### config.mk
export PLATFORM = sky130hd
export DESIGN_NAME = res_st_buffer
export DESIGN_NICKNAME = d
export VERILOG_FILES = /design/src/rtl/qu_common_pkg.sv /design/src/rtl/res_st_buffer_select.sv /design/src/rtl/res_st_buffer.sv
export SDC_FILE = /design/constraint.sdc
export NUM_CORES = 2
export LEC_CHECK = 0
export CORE_ASPECT_RATIO = 1.75
export CORE_MARGIN = 2
export CORE_UTILIZATION = 50
export CTS_CLUSTER_DIAMETER = 80
export CTS_CLUSTER_SIZE = 30
export DETAILED_ROUTE_END_ITERATION = 6
export PLACE_DENSITY = 0.76
export SYNTH_ARGS = -nofsm -noshare
export SYNTH_HDL_FRONTEND = slang
export SYNTH_SLANG_ARGS = --single-unit
### constraint.sdc
create_clock -name clk -period 11.5 [get_ports clk]
set_input_delay 1.15 -clock clk [delete_from_list [all_inputs] [get_ports clk]]
set_output_delay 1.15 -clock clk [all_outputs]
set_load 0.005 [all_outputs]
### src/rtl/qu_common_pkg.sv
// Shared reservation-station types: entry index, cell layout and the CDB operand snoop.
package qu_common;

  localparam int RES_ST_DEPTH_DFLT  = 8;
  localparam int RES_ST_ADDR_WIDTH  = $clog2(RES_ST_DEPTH_DFLT);
  localparam int PHY_RF_ADDR_WIDTH  = 6;
  localparam int RES_ST_OP_WIDTH    = 4;

  typedef logic [RES_ST_ADDR_WIDTH-1:0] res_st_addr_t;
  typedef logic [PHY_RF_ADDR_WIDTH-1:0] phy_tag_t;

  typedef struct packed {
    phy_tag_t                   qj;
    logic [31:0]                vj;
    phy_tag_t                   qk;
    logic [31:0]                vk;
    logic [31:0]                a;
    logic [RES_ST_OP_WIDTH-1:0] op;
    logic                       busy;
  } res_st_cell_t;

  // Capture a broadcast value into any operand still waiting on that tag; tag 0 is never a producer.
  function automatic res_st_cell_t snoop(input res_st_cell_t c, input logic valid,
                                         input phy_tag_t tag, input logic [31:0] data);
    res_st_cell_t r;
    r = c;
    if (valid && tag != '0) begin
      if (c.qj == tag) begin
        r.qj = '0;
        r.vj = data;
      end
      if (c.qk == tag) begin
        r.qk = '0;
        r.vk = data;
      end
    end
    return r;
  endfunction

endpackage

### src/rtl/res_st_buffer_select.sv
// Fixed-priority picker: reports whether any entry is ready and the lowest ready index.
module res_st_select
  import qu_common::*;
#(
  parameter int DEPTH = RES_ST_DEPTH_DFLT
) (
  input  logic [DEPTH-1:0] ready,
  output logic             found,
  output res_st_addr_t     idx
);

  // NOTE: always_comb uses blocking assignments and defaults every output first, so no latch is inferred.
  always_comb begin
    found = 1'b0;
    idx   = '0;
    // Scan downward so the lowest ready index is the last one written.
    for (int i = DEPTH - 1; i >= 0; i--) begin
      if (ready[i]) begin
        found = 1'b1;
        idx   = res_st_addr_t'(i);
      end
    end
  end

endmodule

### src/rtl/res_st_buffer.sv
// Reservation-station storage: accepts renamed ops, wakes operands from the CDB and issues
// the lowest ready entry through a registered valid/ready output stage.
module res_st_buffer
  import qu_common::*;
#(
  parameter int RES_ST_DEPTH = RES_ST_DEPTH_DFLT
) (
  input  logic                         clk,
  input  logic                         rst_n,
  input  logic                         flush_in,
  input  logic                         wr_en_in,
  input  res_st_addr_t                 wr_addr_in,
  input  res_st_cell_t                 wr_data_in,
  input  logic                         cdb_valid_in,
  input  logic [PHY_RF_ADDR_WIDTH-1:0] cdb_tag_in,
  input  logic [31:0]                  cdb_data_in,
  output logic                         issue_valid_out,
  input  logic                         issue_ready_in,
  output res_st_addr_t                 issue_idx_out,
  output res_st_cell_t                 issue_data_out,
  output logic [RES_ST_DEPTH-1:0]      busy_vec_out,
  output logic                         full_out,
  output logic                         overflow_out
);

  res_st_cell_t              payload [RES_ST_DEPTH];
  logic [RES_ST_DEPTH-1:0]   busy_q;
  logic [RES_ST_DEPTH-1:0]   busy_d;
  logic [RES_ST_DEPTH-1:0]   ready;
  logic                      sel_found;
  res_st_addr_t              sel_idx;
  logic                      load;
  logic                      wr_accept;
  logic                      full_q;
  res_st_cell_t              wr_cell;

  always_comb begin
    ready = '0;
    for (int i = 0; i < RES_ST_DEPTH; i++) begin
      ready[i] = busy_q[i] && payload[i].qj == '0 && payload[i].qk == '0;
    end
  end

  res_st_select #(.DEPTH(RES_ST_DEPTH)) u_select (
    .ready (ready),
    .found (sel_found),
    .idx   (sel_idx)
  );

  assign load      = sel_found && (!issue_valid_out || issue_ready_in);
  // An entry leaving through the issue port this cycle may be overwritten at the same edge.
  assign wr_accept = wr_en_in && (!busy_q[wr_addr_in] || (load && sel_idx == wr_addr_in));

  always_comb begin
    wr_cell      = snoop(wr_data_in, cdb_valid_in, cdb_tag_in, cdb_data_in);
    wr_cell.busy = 1'b1;
  end

  always_comb begin
    busy_d = busy_q;
    if (load)      busy_d[sel_idx]    = 1'b0;
    if (wr_accept) busy_d[wr_addr_in] = 1'b1;
  end

  // NOTE: payload storage has no reset; the busy bits alone decide whether an entry holds anything.
  always_ff @(posedge clk) begin
    if (!flush_in) begin
      for (int i = 0; i < RES_ST_DEPTH; i++) begin
        if (busy_q[i]) payload[i] <= snoop(payload[i], cdb_valid_in, cdb_tag_in, cdb_data_in);
      end
      if (wr_accept) payload[wr_addr_in] <= wr_cell;
    end
  end

  // NOTE: sequential state uses non-blocking assignments so every register samples pre-edge values.
  always_ff @(posedge clk or negedge rst_n) begin
    if (!rst_n) begin
      busy_q          <= '0;
      full_q          <= 1'b0;
      overflow_out    <= 1'b0;
      issue_valid_out <= 1'b0;
      issue_idx_out   <= '0;
      issue_data_out  <= '0;
    end else if (flush_in) begin
      busy_q          <= '0;
      full_q          <= 1'b0;
      overflow_out    <= 1'b0;
      issue_valid_out <= 1'b0;
    end else begin
      busy_q       <= busy_d;
      full_q       <= &busy_d;
      overflow_out <= wr_en_in && !wr_accept;
      if (load) begin
        issue_valid_out <= 1'b1;
        issue_idx_out   <= sel_idx;
        issue_data_out  <= payload[sel_idx];
      end else if (issue_ready_in) begin
        issue_valid_out <= 1'b0;
      end
    end
  end

  assign busy_vec_out = busy_q;
  assign full_out     = full_q;

endmodule

==> impl_metrics.toml <==
[cells_and_area]
layout.filler_cells = 7362
layout.cells.most_common = "edfxtp_1"
nets = 3522
multiInputGateArea_mm2 = 0.0148
antennaDiodeCount = 0
layout.cells.non_filler = 4584
final_design_area_no_fill_mm2 = 0.0510
regArea_mm2 = 0.0301
syn2layout_area_growth_pct = 11.2
mostFrequentLayoutCells = "896 x edfxtp_1, 512 x mux2_2, 439 x nand2_1, 284 x clkdlybuf4s50_1, 200 x a222oi_1"
final_layout_size_suffix_gt1_share_pct = 21.3

[floorplan]
floorplan.die_area_mm2 = 0.0943
floorplan.initialDensity_pct = 50.2
dieWidth_um = 233
row_count = 147
coreArea_mm2 = 0.0914
die-height_um = 405
floorplan.io_pins = 287

[timing]
setup_violations = 0
worst_slack_ps = 5820
rsz0062_at_grt = "false"
max_freq_mhz = 176
fin_worst_skew_ps = 34.7
hold_slack_ps = 480
worst_slew_margin_rel_pct = 27.0
fin_crit_ps = 5680
worst-slew-pin-transition_ps = 1090
tns_ps = 0
final.period_utilization_pct = 49.4
final_hold_viol_count = 0
timing_max_transition_violations_final = 0

[routing]
post_drt_wl_per_cell_um = 26.8
drc = 58
drt_wl_total_um = 123000
first_pass_iters = 7
drt.antenna.violating_nets = 0
first_iter_violations = 3742
dr_total_vias = 28844
detail_route.vias_per_cell = 6.29

[place]
final_gp_congestion = 0.897
place_area_mm2 = 0.0498
dpl.hpwl_um = 68300
placement.setup.worst_slack_ps = 5660
port_buffers = 285
dp.cells = 4511

[setup_path]
critPathKind = "reg2reg"
timing.critical_path.arrival_ps = 6070
worst_ep_required_time_ps = 11880
critical_path.startpoint_type = "flop"
critPathMaxFanout = 59
endpoint_kind = "flop"

[yosys]
synthFlopType = "edfxtp_1"
post_synth_instance_area_mm2 = 0.0459
synthMuxAreaShare_pct = 14.7
synth_seq_cells = 1023
synthesis.instances = 3221
yosysWarningCount = 0
avgSynthCellArea_um2 = 14.2
synth_enable_flop_cells = 896
synthXorXnorAreaFrac_pct = 2.06
synth_simple_gate_area_share_pct = 7.33
synth_sequential_area_ratio_pct = 65.6
async_set_reset_flop_share_out_of_synthesis_pct = 12.4
compound_gate_portion_of_the_synthesized_area_pct = 7.55
syn_nets = 3381
synthAdderAreaFrac_pct = 0
main_combinational_cell_family_by_area_after_synthesis = "multiplexers"
synth.lib_cells_used.distinct = 62

[pwr]
cellLeakagePower_nw = 18.0
power.density_cell_area_mw_per_mm2 = 136
vdd_drop_max_mv = 0.130

[grt]
antenna_found_initial = 0
global_route_wire_length_before_repair_um = 181000
first_global_vias = 28909
grt_start_max_net_pins = 129
grtUsageTotal_pct = 25.8
global_route.overflow_total = 0

[clock_network]
post_cts_hold_buffer_count = 0
post_cts.resized_instances = 0
cts_inserted_buffers = 41
clock_pin_transition_on_the_worst_setup_and_hold_timing_paths_ps = 120
ctsLongestPathBuffers = 3
worstSkewPairLatency_ps = 640
htree_num_levels = 2
tritoncts = "built"
postCtsSetupRepairBufs = 0
cts_num_sinks = 1023
cts_root_buf = "clkbuf_16"

[run_status]
outcome = "complete, but fails checks"
violations = "design-rule violations"

[run]
maxCapViolCount = 0

[hold_path]
hold_path_class = "in2async"
kinds of logic after synthesis:
family,count (synthesis)
muxes,580
AOI/OAI and AO/OA,463
buffers and inverters,272
and+or+nand+nor,775
DFF,1023
xor gates and xnor gates,108
metrics by stage:
| step | util [%] | power, W |
|---|---|---|
| after floorplan | - | 0.00472 |
| after global placement | 54.5 | 0.00518 |
| after detailed placement | 54.5 | 0.00521 |
| after CTS | 55.8 | 0.00699 |
| after global routing | 55.8 | 0.00718 |
| final | 55.8 | 0.00694 |
path summary, 6_finish.rpt:
path,slack [ps],end,startpoint,depth (start not counted)
min reg2reg,490,issue_idx_out[0],issue_idx_out[0],2
min in group clk,490,issue_idx_out[0],issue_idx_out[0],2
max,5820,payload[3][100],busy_vec_out[0],10
max in group asynchronous,9400,issue_data_out[46],rst_n,2
min,480,issue_data_out[111],rst_n,1
max reg2reg,5820,payload[3][100],busy_vec_out[0],10
synthesized netlist by cell type (all sizes together) (3+ instances only):
library cell	instances	area share, %
nor4b	7	0.16
o211ai	4	0.065
clkbuf	174	1.4
a21oi	12	0.13
nand4	15	0.22
nor2	113	0.92
nor4	26	0.37
nor2b	4	0.055
xnor2	40	0.76
or4	3	0.049
dfrtp	127	6.9
a222oi	200	4.4
and2	15	0.20
o21ai	223	2.4
nand2	442	3.6
mux2	577	15
inv	12	0.098
or3	4	0.055
xor2	68	1.3
nor3	15	0.16
nand3	116	1.3
buf	85	1.3
edfxtp	896	59
and4	7	0.13
where the power goes:
group	switching, W	total [W]	internal [W]	leakage [nW]
Clock	0.00112	0.00183	0.000706	0.575
Sequential	0.0000784	0.00427	0.00419	9.84
Combinational	0.000410	0.000845	0.000435	7.57
Total	0.00161	0.00694	0.00534	18.0
critical path: stages, from the launching register on:
cell and delay, ps:
dfrtp_1 620, nor4b_1 590, and4_1 480, nor2_1 230
o311ai_4 140, o2111ai_4 230, o31a_1 380, or3_1 660
inv_6 830, buf_4 730, mux2_4 350
final cells by class:
class / instances / share of cell area, %
Inverter: 13 / 0.105
Tap cell: 1192 / 2.92
Multi-Input combinational cell: 1926 / 28.9
Clock buffer: 67 / 2.24
Timing Repair Buffer: 357 / 6.70
Sequential cell: 1023 / 59.0
Clock inverter: 6 / 0.127
per-layer routing:
| layer | up-vias | routed length, um | track usage (%) |
|---|---|---|---|
| met5 | - | 0 | 0 |
| met4 | 0 | 4950 | 9.90 |
| met2 | 1384 | 62900 | 45.8 |
| li1 | 12637 | - | - |
| met1 | 14557 | 46000 | 32.0 |
| met3 | 266 | 9220 | 3.01 |
flip-flops by register name, indices dropped and copies added, names as in the netlist:
register         flops
full_out             1
issue_data_out     113
issue_idx_out        3
overflow_out         1
busy_vec_out         8
issue_valid_out      1
payload            896
No activity file was read; power rests on OpenSTA's default activity.
